==> src/rtl/uart_program_loader_pkg.sv <==
// Shared types for the UART program loader: loader and receiver state encodings,
// and the byte order used when packing received bytes into instruction words.
package uart_program_loader_pkg;

  typedef enum logic [1:0] {
    S_HDR,
    S_DATA,
    S_DONE,
    S_ERR
  } load_state_e;

  typedef enum logic [1:0] {
    RX_IDLE,
    RX_START,
    RX_DATA,
    RX_STOP
  } rx_state_e;

  localparam bit BIG_ENDIAN = 1'b1;

  // First byte of a word lands in bits [31:24] when big-endian.
  function automatic logic [31:0] shift_in_byte(input logic [31:0] w, input logic [7:0] b);
    return BIG_ENDIAN ? {w[23:0], b} : {b, w[31:8]};
  endfunction

endpackage

==> src/rtl/uart_program_loader_rx_byte.sv <==
// 8N1 UART byte receiver: 2-FF synchroniser, start-bit qualification at half a bit,
// mid-bit sampling, and one-cycle byte_valid / frame_err pulses on the stop bit.
module uart_rx_byte
  import uart_program_loader_pkg::*;
#(
  parameter int CLKS_PER_BIT = 16
) (
  input  logic       clk,
  input  logic       rst,
  input  logic       rx,
  output logic       byte_valid,
  output logic [7:0] byte_data,
  output logic       frame_err,
  output logic       rx_active
);

  localparam int CNT_W = (CLKS_PER_BIT > 2) ? $clog2(CLKS_PER_BIT) : 1;
  localparam logic [CNT_W-1:0] CNT_LAST = CNT_W'(CLKS_PER_BIT - 1);
  localparam logic [CNT_W-1:0] CNT_HALF = CNT_W'(CLKS_PER_BIT / 2 - 1);

  logic            rx_s1_q, rx_s2_q, rx_prev_q;
  rx_state_e       state_q, state_d;
  logic [CNT_W-1:0] cnt_q, cnt_d;
  logic [2:0]      bit_q, bit_d;
  logic [7:0]      shift_q, shift_d;
  logic            byte_valid_q, byte_valid_d;
  logic            frame_err_q, frame_err_d;

  always_comb begin
    state_d      = state_q;
    cnt_d        = cnt_q;
    bit_d        = bit_q;
    shift_d      = shift_q;
    byte_valid_d = 1'b0;
    frame_err_d  = 1'b0;
    case (state_q)
      RX_IDLE: begin
        if (!rx_s2_q && rx_prev_q) begin
          state_d = RX_START;
          cnt_d   = '0;
        end
      end
      RX_START: begin
        // A start bit that is high again at mid-bit was a glitch.
        if (cnt_q == CNT_HALF) begin
          cnt_d   = '0;
          bit_d   = '0;
          state_d = rx_s2_q ? RX_IDLE : RX_DATA;
        end else begin
          cnt_d = cnt_q + 1'b1;
        end
      end
      RX_DATA: begin
        if (cnt_q == CNT_LAST) begin
          cnt_d   = '0;
          shift_d = {rx_s2_q, shift_q[7:1]};
          bit_d   = bit_q + 3'd1;
          if (bit_q == 3'd7) state_d = RX_STOP;
        end else begin
          cnt_d = cnt_q + 1'b1;
        end
      end
      RX_STOP: begin
        if (cnt_q == CNT_LAST) begin
          cnt_d   = '0;
          state_d = RX_IDLE;
          if (rx_s2_q) byte_valid_d = 1'b1;
          else         frame_err_d  = 1'b1;
        end else begin
          cnt_d = cnt_q + 1'b1;
        end
      end
      default: state_d = RX_IDLE;
    endcase
  end

  always_ff @(posedge clk or posedge rst) begin
    if (rst) begin
      rx_s1_q      <= 1'b1;
      rx_s2_q      <= 1'b1;
      rx_prev_q    <= 1'b1;
      state_q      <= RX_IDLE;
      cnt_q        <= '0;
      bit_q        <= '0;
      byte_valid_q <= 1'b0;
      frame_err_q  <= 1'b0;
    end else begin
      rx_s1_q      <= rx;
      rx_s2_q      <= rx_s1_q;
      rx_prev_q    <= rx_s2_q;
      state_q      <= state_d;
      cnt_q        <= cnt_d;
      bit_q        <= bit_d;
      byte_valid_q <= byte_valid_d;
      frame_err_q  <= frame_err_d;
    end
  end

  always_ff @(posedge clk) begin
    shift_q <= shift_d;
  end

  assign byte_valid = byte_valid_q;
  assign byte_data  = shift_q;
  assign frame_err  = frame_err_q;
  assign rx_active  = (state_q == RX_DATA) || (state_q == RX_STOP);

endmodule

==> src/rtl/uart_program_loader.sv <==
// Loads a program image (count header + N big-endian words) from a UART line into
// instruction memory, then raises LOAD_DONE; any framing or count error latches LOAD_ERR.
module uart_program_loader
  import uart_program_loader_pkg::*;
#(
  parameter int CLK_HZ    = 100_000_000,
  parameter int BAUD      = 115200,
  parameter int ADDR_W    = 8,
  parameter int MAX_WORDS = 200
) (
  input  logic              CLK,
  input  logic              RST,
  input  logic              UART_RX,
  output logic              MEM_WE,
  output logic [ADDR_W-1:0] MEM_ADDR,
  output logic [31:0]       MEM_WDATA,
  output logic              BUSY,
  output logic              LOAD_DONE,
  output logic              LOAD_ERR
);

  localparam int CLKS_PER_BIT = CLK_HZ / BAUD;

  logic       byte_valid, frame_err, rx_active;
  logic [7:0] byte_data;

  uart_rx_byte #(.CLKS_PER_BIT(CLKS_PER_BIT)) u_rx (
    .clk        (CLK),
    .rst        (RST),
    .rx         (UART_RX),
    .byte_valid (byte_valid),
    .byte_data  (byte_data),
    .frame_err  (frame_err),
    .rx_active  (rx_active)
  );

  load_state_e       state_q, state_d;
  logic [1:0]        byte_cnt_q, byte_cnt_d;
  logic [31:0]       word_q, word_d;
  logic              word_valid_q, word_valid_d;
  logic [31:0]       n_q, n_d;
  logic [ADDR_W-1:0] addr_q, addr_d;
  logic              mem_we_q, mem_we_d;
  logic [ADDR_W-1:0] mem_addr_q, mem_addr_d;
  logic [31:0]       mem_wdata_q, mem_wdata_d;
  logic              busy_q, busy_d;
  logic              done_q, done_d;
  logic              err_q, err_d;

  always_comb begin
    state_d      = state_q;
    byte_cnt_d   = byte_cnt_q;
    word_d       = word_q;
    word_valid_d = 1'b0;
    n_d          = n_q;
    addr_d       = addr_q;
    mem_we_d     = 1'b0;
    mem_addr_d   = mem_addr_q;
    mem_wdata_d  = mem_wdata_q;

    if (byte_valid) begin
      word_d       = shift_in_byte(word_q, byte_data);
      byte_cnt_d   = byte_cnt_q + 2'd1;
      word_valid_d = (byte_cnt_q == 2'd3);
    end

    case (state_q)
      S_HDR: begin
        if (frame_err) begin
          state_d = S_ERR;
        end else if (word_valid_q) begin
          n_d    = word_q;
          addr_d = '0;
          if (word_q == 32'd0)                  state_d = S_DONE;
          else if (word_q > 32'(MAX_WORDS))     state_d = S_ERR;
          else                                  state_d = S_DATA;
        end
      end
      S_DATA: begin
        if (frame_err) begin
          state_d = S_ERR;
        end else if (word_valid_q) begin
          mem_we_d    = 1'b1;
          mem_addr_d  = addr_q;
          mem_wdata_d = word_q;
          addr_d      = addr_q + ADDR_W'(1);
          // Full 32-bit compare: N is bounded by MAX_WORDS so addr never wraps.
          if (32'(addr_q) == n_q - 32'd1) state_d = S_DONE;
        end
      end
      default: ;
    endcase

    if (state_d == S_DONE || state_d == S_ERR) busy_d = 1'b0;
    else if (rx_active)                        busy_d = 1'b1;
    else                                       busy_d = busy_q;
    done_d = done_q | (state_d == S_DONE);
    err_d  = err_q  | (state_d == S_ERR);
  end

  always_ff @(posedge CLK or posedge RST) begin
    if (RST) begin
      state_q      <= S_HDR;
      byte_cnt_q   <= '0;
      word_valid_q <= 1'b0;
      n_q          <= '0;
      addr_q       <= '0;
      mem_we_q     <= 1'b0;
      mem_addr_q   <= '0;
      mem_wdata_q  <= '0;
      busy_q       <= 1'b0;
      done_q       <= 1'b0;
      err_q        <= 1'b0;
    end else begin
      state_q      <= state_d;
      byte_cnt_q   <= byte_cnt_d;
      word_valid_q <= word_valid_d;
      n_q          <= n_d;
      addr_q       <= addr_d;
      mem_we_q     <= mem_we_d;
      mem_addr_q   <= mem_addr_d;
      mem_wdata_q  <= mem_wdata_d;
      busy_q       <= busy_d;
      done_q       <= done_d;
      err_q        <= err_d;
    end
  end

  always_ff @(posedge CLK) begin
    word_q <= word_d;
  end

  assign MEM_WE    = mem_we_q;
  assign MEM_ADDR  = mem_addr_q;
  assign MEM_WDATA = mem_wdata_q;
  assign BUSY      = busy_q;
  assign LOAD_DONE = done_q;
  assign LOAD_ERR  = err_q;

endmodule

==> config.mk <==
export PLATFORM = sky130hd
export DESIGN_NAME = uart_program_loader
export DESIGN_NICKNAME = d
export VERILOG_FILES = /design/src/rtl/uart_program_loader_pkg.sv /design/src/rtl/uart_program_loader_rx_byte.sv /design/src/rtl/uart_program_loader.sv
export SDC_FILE = /design/constraint.sdc
export NUM_CORES = 1
export LEC_CHECK = 0
export CAP_MARGIN = 10
export CORE_ASPECT_RATIO = 0.8
export CORE_MARGIN = 5
export CORE_UTILIZATION = 45
export DETAILED_ROUTE_END_ITERATION = 16
export PLACE_DENSITY = 0.68
export SLEW_MARGIN = 25
export SYNTH_ARGS = -nofsm -noshare
export SYNTH_HDL_FRONTEND = slang
export SYNTH_SLANG_ARGS = --single-unit
==> constraint.sdc <==
create_clock -name CLK -period 6.8 [get_ports CLK]
set_input_delay 1.02 -clock CLK [delete_from_list [all_inputs] [get_ports CLK]]
set_output_delay 1.02 -clock CLK [all_outputs]
set_load 0.02 [all_outputs]
Word-level counts from Yosys, hierarchy flattened
Cells that the tools add are included.

word-level totals
  register bits after elaboration = 149
  bits of input ports = 3
  logic and storage cells = 106

cells by class
  add/subtract/negate cells = 5
  order comparisons = 1
  equality and inequality tests = 20
  muxes and demuxes = 39
  bitwise logic cells = 3
  reductions and logical operators = 17

operators by type and width
  operator                                                                number
  8-bit by 32-bit equality test with 1-bit output                         1
  32-bit by 8-bit > comparator with 1-bit output, second input constant   1
  32-bit zero test                                                        1
  8-bit two-way mux                                                       4
  32-bit by 1-bit subtractor with 32-bit output, second input constant    1
  10-bit two-way mux                                                      3
  10-bit case mux with 3 select lines                                     1
  2-bit two-way mux                                                       13
  8-bit case mux with 2 select lines                                      1
  1-bit two-way mux                                                       12
  10-bit by 1-bit adder with 10-bit output, second input constant         1
  10-bit equality test, second input constant                             1
  10-bit by 9-bit equality test with 1-bit output, second input constant  1
  2-bit equality test, second input constant                              5
  2-bit by 1-bit != test with 1-bit output, second input constant         5
  5-bit AND reduction                                                     2
  3-bit AND reduction                                                     3
  8-bit by 1-bit adder with 8-bit output, second input constant           1
  2-bit != test, second input constant                                    4
  2-bit case mux with 4 select lines                                      1
  3-bit two-way mux                                                       2
  3-bit case mux with 2 select lines                                      1
  2-bit nonzero test                                                      3
  2-bit by 1-bit equality test with 1-bit output, second input constant   2
  other kinds (12)                                                        15

Logic depth before layout (Yosys ltp)
Gate-level depths: netlist (run 1).

  word-level depth = 9
  gate-level depth with buffers = 9
  depth with buffers taken out = 8

Modules after synthesis
Synthesis (run 1) repeated with hierarchy kept, for this count alone.

second synthesis, totals
  cell total of the unflattened synthesis = 564
  area total of the unflattened synthesis = 6378.6 um2

by module, submodules not included
  module               instances  cells an instance  area each (um2)  seq. area each (um2)
  uart_program_loader  1          450                5096.1           3188.1
  uart_rx_byte         1          114                1282.5           744.5

Least setup slack after synthesis (run 1)
OpenSTA, ideal clock, no wires.

  kind = flip-flop to flip-flop
  start point = register n_q[0]
  end point = register busy_q, in the netlist BUSY
  library setup time = 0.119 ns
  arrival = 2.328 ns
  data required time = 6.681 ns
  path slack = 4.353 ns
  stages on the path, launching flop included = 9
  buffers on the path = 0
  path through = dfrtp_1 -> inv_1 -> ha_1 -> nor3b_2 -> nand4_2 -> or3_1 -> a22o_1 -> or4_4 -> o21ba_1

on the way
  cells in the longest elaborated chain, start to end = 9
  elaborated cells between the ends (all ways) = 11
  those cells by class = add/sub (1); eq/ne (3); mux (5); reduce/logical (2)

RTL lines
  element                                                         line                        source
  from (decl)                                                     uart_program_loader.sv:41   logic [31:0] n_q, n_d;
  from (signal assigned)                                          uart_program_loader.sv:118  n_q <= n_d;
  32-bit by 1-bit subtractor with 32-bit output (*)               uart_program_loader.sv:88   if (32'(addr_q) == n_q - 32'd1) state_d = S_DONE;
  8-bit by 32-bit equality test with 1-bit output (*)             uart_program_loader.sv:88
  2-bit two-way mux (*)                                           uart_program_loader.sv:88
  2-bit two-way mux (*)                                           uart_program_loader.sv:82   end else if (word_valid_q) begin
  2-bit two-way mux (*)                                           uart_program_loader.sv:80   if (frame_err) begin
  2-bit case mux with 2 select lines (*)                          uart_program_loader.sv:67   case (state_q)
  2-bit equality test                                             uart_program_loader.sv:94   if (state_d == S_DONE || state_d == S_ERR) busy_d = 1'b0;
  1-bit logical OR (*)                                            uart_program_loader.sv:94
  1-bit two-way mux / 2-bit nonzero test (equally long branches)  --
  to (signal assigned)                                            uart_program_loader.sv:123  busy_q <= busy_d;
  to (decl)                                                       uart_program_loader.sv:46   logic busy_q, busy_d;

Every way passes the cells marked *; elsewhere a longest branch is shown, timed or not.
A chain may end at the register's enable or synchronous reset.

Worst setup path in the final report (run 1)
Ends and elaborated chain as after synthesis.

==> flow_metrics.tcl, run 1 <==
set metrics [dict create \
    status "complete, no violations" \
    cts_max_level 4 \
    max_slew_margin_pct 38.3 \
    yosys.area_share.simple_pct 20.2 \
    cts_tree "yes" \
    synth_flop_cell "dfrtp_1" \
    fin_crit_ns 2.78 \
    cts-root-buf "clkbuf_16" \
    drc_errors 0 \
    grt_pass1_wl_mm 24.4 \
    crit_type "flop to flop" \
    synth-edff-count 40 \
    viasPerCell 5.56 \
    avgRoutedWirePerCell_um 17.3 \
    dr.pass1.iters 5 \
    die_y_um 118 \
    synth.distinct_cells 71 \
    synth_area_um2 6530 \
    required_ns 7.11 \
    die_w_um 145 \
    place_congestion 0.877 \
    reg2reg_slack_ns 4.02 \
    ant_nets 0 \
    finalSetupViolCount 0 \
    cts_buffer_depth 2 \
    grt_max_degree 67 \
    io_buffers 46 \
    cpMaxStageDelayCell "or4_4" \
    fmax_ghz 0.360 \
    yosysWarningCount 0 \
    synthMuxAreaShare_pct 5.96 \
    start_kind "flop" \
    ys_seq_elements 149 \
    syn_to_final_growth_pct 18.7 \
    critPathBufInv 1 \
    wirelength_mm 14.4 \
    drive_above_1_share_pct 13.5 \
    crit_family "simple AND/OR/NAND/NOR gates" \
    rsz0062_at_grt "no" \
    hp-class "flop to flop" \
    path_clk_slew_ns 0.06 \
    grt_pass1_vias 4642 \
    post_cts_buffers 0 \
    synth_xor_area_share_pct 2.15 \
    initial_core_util_pct 45.8 \
    p_leak_nw 3.47 \
    cts_inserted_buffers 17 \
    avgSynthCellArea_um2 11.2 \
    r2r-end "BUSY" \
    nets 642 \
    hold_violations 0 \
    cp_data_arrival_time_ns 3.08 \
    endpoint_kind "flop" \
    total_power_mw 1.92 \
    met2_usage_pct 26.6 \
    synth-compound-area-share_pct 8.09 \
    grt-busiest-layer "met2" \
    power.density_nw_per_um2 248 \
    finClkSkew_ns 0.00685 \
    post_cts_resized 0 \
    grtUsageTotal_pct 18.2 \
    drv_cap 0 \
    whs_ns 0.357 \
    dieArea_um2 17000 \
    cts.sinks 149 \
    met1_usage_pct 26.2 \
    met3_usage_pct 4.75 \
    hold_path_depth 0 \
    whs_endpoint "u_rx.rx_s2_q" \
    max_stage_delay_ns 0.54 \
    min-delay-start "u_rx.rx_s1_q" \
    synth.yosys.seq_area_share_pct 60.3 \
    drv_slew 0 \
    row_count 39 \
    antenna_found_initial 0 \
    post-route-util_pct 54.4 \
    synth_top_family_by_area "simple AND/OR/NAND/NOR gates" \
    irDropWorstVdd_v 0.000179 \
    cts_hold_buffers 0 \
    finalCritPeriodShare_pct 40.8 \
    dpl.hpwl_mm 9.80 \
    worstSkewPairLatency_ns 0.42 \
    io_pins 47 \
    coreArea_um2 14200 \
    reg2reg_depth 8 \
    syn_nets 591 \
    path_cells "inv_1 > ha_1 > nor3b_2 > nand4_2 > or3_1 > a22o_1 > or4_4 > o21ba_1" \
    n_antenna_cell 0 \
    drt-initial-drc-count 415 \
    yosys.area_share.adder_pct 1.34 \
    crit_fanout 7 \
    rr_startpoint "n_q[0]" \
    vias 4611 \
    fin_tns_setup_ns 0 \
    gr-total-overflow 0 \
    synthCells 581 \
    tightest_slew_ns 0.924 \
    async_reset_ff_share_pct 73.2 \
]
-- power breakdown --
group          switching [mW]  internal (mW)  total (mW)  leakage [nW]
Sequential             0.0247          0.935       0.960          1.86
Combinational          0.0366         0.0228      0.0593          1.35
Clock                   0.364          0.537       0.902         0.271
Total                   0.426           1.50        1.92          3.47
-- worst max-delay path by stage --
stage / from / to / slack [ns] / cells past startpoint
finish: n_q[0] / BUSY / 4.02 / 8
global route: n_q[0] / BUSY / 3.91 / 8
CTS: n_q[0] / BUSY / 4.08 / 8
detailed placement: RST / MEM_WDATA[23] / 4.00 / 3
global placement: RST / MEM_WDATA[20] / 4.05 / 3
floorplan: RST / BUSY / 2.91 / 1
-- cell type report --
cell class | instances | area, um2
sequential | 149 | 3930
timing repair buffer | 51 | 498
fill | 1229 | 6500
tap | 184 | 230
inverter | 13 | 51.3
multi-input combinational | 400 | 2470
clock buffer | 19 | 433
clock inverter | 13 | 133
-- stage by stage --
stage	setup slack [ns]	std cells	area [um2]
2_1_floorplan	2.91	581	6530
3_3_place_gp	4.05	797	7180
3_5_place_dp	4.00	797	7180
4_1_cts	4.08	829	7750
5_1_grt	3.91	829	7750
6_report	4.02	829	7750
-- Yosys cell counts, types with 2 or more instances --
library cell  count  area [um2]
o21a_1            3        22.5
or4_1             3        22.5
or2_2             3        18.8
o22ai_1           5        31.3
and3_1            3        18.8
dfstp_2           3        78.8
and2_1            4        25.0
or4_4             2        22.5
o21ai_0          24         120
inv_1            13        48.8
a311o_1           2        20.0
mux2i_1           4        40.0
nor4_1           15        93.8
a311oi_1          2        17.5
nand4_1          11        68.8
or3_1             8        50.1
mux2_2           31         349
xor2_1            9        78.8
buf_2             3        15.0
nand2b_1          4        25.0
o31ai_1           9        67.6
o41ai_1           3        26.3
nand2_1         148         556
edfxtp_1         40        1200
nor2_1           19        71.3
nand3b_1          2        15.0
ha_1              7        87.6
nand3_1          13        65.1
a21oi_1           6        30.0
dfrtp_1         106        2650
nor4_2            4        50.1
nand4b_1          2        17.5
clkbuf_1         11        41.3
nor3_1            8        40.0
buf_1             4        15.0
o31a_1            3        26.3
xnor2_1           7        61.3
nor2b_1           4        25.0
-- state kept, by name, indices dropped and copies added, names as in the netlist, 2 cells and up, named ones only --
signal          flops
byte_cnt_q          2
state_q             2
u_rx.byte_data      8
u_rx.bit_q          3
word_q             32
u_rx.cnt_q         10
addr_q              8
MEM_ADDR            8
MEM_WDATA          32
n_q                32
-- cells by family after synthesis --
family,after synthesis
muxes,35
and+or+nand+nor,266
DFF,149
adders and majority gates,7
xor gates and xnor gates,16
buffers and inverters,32
AOI/OAI and AO/OA,76
-- cells in the final DEF (no fill, tap or decap), types with 5 or more instances in the layout --
| cell type | instances |
|---|---|
| o22ai_1 | 5 |
| clkbuf_16 | 17 |
| mux2_2 | 31 |
| o31ai_1 | 9 |
| xnor2_1 | 7 |
| nand3_1 | 12 |
| or3_1 | 8 |
| nand4_1 | 11 |
| inv_1 | 12 |
| nand2_1 | 148 |
| a21oi_1 | 6 |
| nor2_1 | 18 |
| ha_1 | 7 |
| buf_4 | 5 |
| edfxtp_1 | 40 |
| clkdlybuf4s50_1 | 46 |
| o21ai_0 | 24 |
| nor4_1 | 15 |
| nor3_1 | 8 |
| dfrtp_1 | 106 |
| xor2_1 | 9 |
-- layer usage --
metal	vias up	wire (um)
li1	2176	-
met1	2275	6830
met2	135	6530
met3	25	796
met4	0	210
met5	-	0
Power figures use the tool's default switching activity.
==> inputs of run 2 (changes only) <==
--- a/config.mk
+++ b/config.mk
@@ -10,7 +10,7 @@
 export CORE_MARGIN = 5
 export CORE_UTILIZATION = 45
 export DETAILED_ROUTE_END_ITERATION = 16
-export PLACE_DENSITY = 0.68
+export PLACE_DENSITY = 0.7
 export SLEW_MARGIN = 25
 export SYNTH_ARGS = -nofsm -noshare
 export SYNTH_HDL_FRONTEND = slang
==> constraint.sdc (replaced) <==
create_clock -name CLK -period 2.35 [get_ports CLK]
set_input_delay 0.3525 -clock CLK [delete_from_list [all_inputs] [get_ports CLK]]
set_output_delay 0.3525 -clock CLK [all_outputs]
set_load 0.02 [all_outputs]
==> run 2 against run 1 <==
  * The flow now finishes with violations (negative setup slack)
  * Cell count is 5.9% higher
  * Global-route usage is 0.61 points higher
  * Die area stayed put
  * First-iteration DRC count is 20% lower
  * Critical path depth stayed put
  * Critical path type unchanged
  * Largest cell class unchanged
  * Largest power group unchanged
==> flow_metrics.tcl, run 2 (synthesis gave the netlist of run 1 again) <==
set metrics [dict create \
    critPathBufInv 2 \
    cp_data_arrival_time_ns 2.76 \
    hold_violations 0 \
    cpMaxStageDelayCell "or4_4" \
    nets 691 \
    max_slew_margin_pct 54.6 \
    crit_fanout 4 \
    post-place-cells 841 \
    cts_max_level 4 \
    gr-total-overflow 0 \
    hp-class "primary input to flop" \
    drt-initial-drc-count 334 \
    drv_cap 0 \
    p_leak_nw 3.77 \
    required_ns 2.65 \
    avgRoutedWirePerCell_um 17.2 \
    finalCritPeriodShare_pct 105 \
    violations "negative setup slack" \
    reg2reg_slack_ns -0.11 \
    ant_nets 0 \
    fin_crit_ns 2.46 \
    path_clk_slew_ns 0.06 \
    rsz0062_at_grt "yes" \
    cts_inserted_buffers 17 \
    total_power_mw 5.67 \
    vias 4800 \
    start_kind "flop" \
    initial_core_util_pct 45.8 \
    grt_pass1_wl_mm 25.0 \
    cts.sinks 149 \
    grtUsageTotal_pct 18.8 \
    place_ws_ns -0.129 \
    max_stage_delay_ns 0.57 \
    syn_to_final_growth_pct 26.7 \
    n_antenna_cell 0 \
    antenna_found_initial 0 \
    die_w_um 145 \
    crit_top_cell "buf_4" \
    io_pins 47 \
    worstSkewPairLatency_ns 0.43 \
    cts-root-buf "clkbuf_16" \
    grt_pass1_vias 4827 \
    fmax_ghz 0.406 \
    setup_ws_ns -0.111 \
    drive_above_1_share_pct 21.6 \
    endpoint_kind "flop" \
    row_count 39 \
    drv_slew 0 \
    io_buffers 46 \
    viasPerCell 5.47 \
    crit_family "simple AND/OR/NAND/NOR gates" \
    irDropWorstVdd_v 0.000520 \
    power.density_nw_per_um2 686 \
    dpl.hpwl_mm 10.6 \
    finClkSkew_ns 0.00840 \
    cts_hold_buffers 0 \
    layout_common_cells "148 x nand2_1, 105 x dfrtp_1, 51 x buf_4, 46 x clkdlybuf4s50_1, 40 x edfxtp_1" \
    wirelength_mm 15.1 \
    die_y_um 118 \
    fill_cells 1196 \
    instances_no_fill 878 \
    path_cells "buf_4 > or4_4 > nor3_4 > a31oi_1 > a311o_1 > nor4_1 > buf_4 > a21oi_1" \
    grt_max_degree 110 \
    tightest_slew_ns 0.682 \
    dr.pass1.iters 5 \
    dieArea_um2 17000 \
    cts_tree "yes" \
    crit_type "flop to flop" \
    status "finished with violations" \
    coreArea_um2 14200 \
    final_common_cell "nand2_1" \
    finalSetupViolCount 4 \
    drc_errors 0 \
    cts_buffer_depth 2 \
    fin_tns_setup_ns -0.303 \
    place_congestion 0.879 \
]
## run 2: cell count changes in the layout (fill, tap and decap cells not counted), sizes merged
cell,before,now
buf,5,54
clkbuf,19,17
inv,14,16
clkinv,7,6
clkinvlp,3,4
## run 2: worst paths after layout
kind / start / endpoint / depth (start not counted)
max: n_q[0] / state_q[0] / 8
min: UART_RX / u_rx.rx_s1_q / 1
max reg2reg: n_q[0] / state_q[0] / 8
min reg2reg: u_rx.rx_s1_q / u_rx.rx_s2_q / 0
max in group asynchronous: RST / n_q[2] / 3
min in group asynchronous: RST / MEM_WDATA[4] / 3
## run 2: where the power goes
group / leakage (nW) / total, mW / internal (mW) / switching [mW]
clock network: 0.285 / 2.72 / 1.59 / 1.13
registers: 1.86 / 2.77 / 2.71 / 0.0691
logic: 1.62 / 0.177 / 0.0690 / 0.108
total: 3.77 / 5.67 / 4.36 / 1.31
## run 2: area by class of cell
type                            count  area [um2]  share of cell area [%]
Multi-Input combinational cell    400        2550                    30.8
Clock inverter                     15         173                    2.09
Sequential cell                   149        3930                    47.6
Clock buffer                       17         425                    5.15
Timing Repair Buffer              100         903                    10.9
Inverter                           13        52.6                   0.636
Tap cell                          184         230                    2.78
## run 2: per-stage QoR
step	hold WS, ns	cell area (um2)	utilization (%)
2_1_floorplan	0.345	6550	-
3_3_place_gp	0.346	7570	53.1
3_5_place_dp	0.350	7570	53.1
4_1_cts	0.311	8200	57.6
5_1_grt	0.308	8270	58.0
6_report	0.328	8270	58.0
## run 2: worst register-to-register path: cells and delay by family (launching register included)
kind                   cells  cell delay [ns]
AO/OA/AOI/OAI              3             0.58
AND/OR/NAND/NOR            3             1.02
buffers and inverters      2             0.33
flip-flops                 1             0.40
## run 2: repair_timing
action / 4_1_cts / 5_1_grt
gates cloned: 0 / 0
endpoints found under the setup margin: 4 / 4
buffers inserted: 2 / 3
pin swaps: 2 / 7
gates resized for setup: 3 / 7
## run 2: per-layer routing
metal / vias up / track usage, % / wire length (um)
met3: 23 / 4.63 / 647
met2: 110 / 28.2 / 7130
met5: - / 0 / 0
li1: 2289 / - / -
met1: 2378 / 26.2 / 6990
met4: 0 / 7.34 / 305
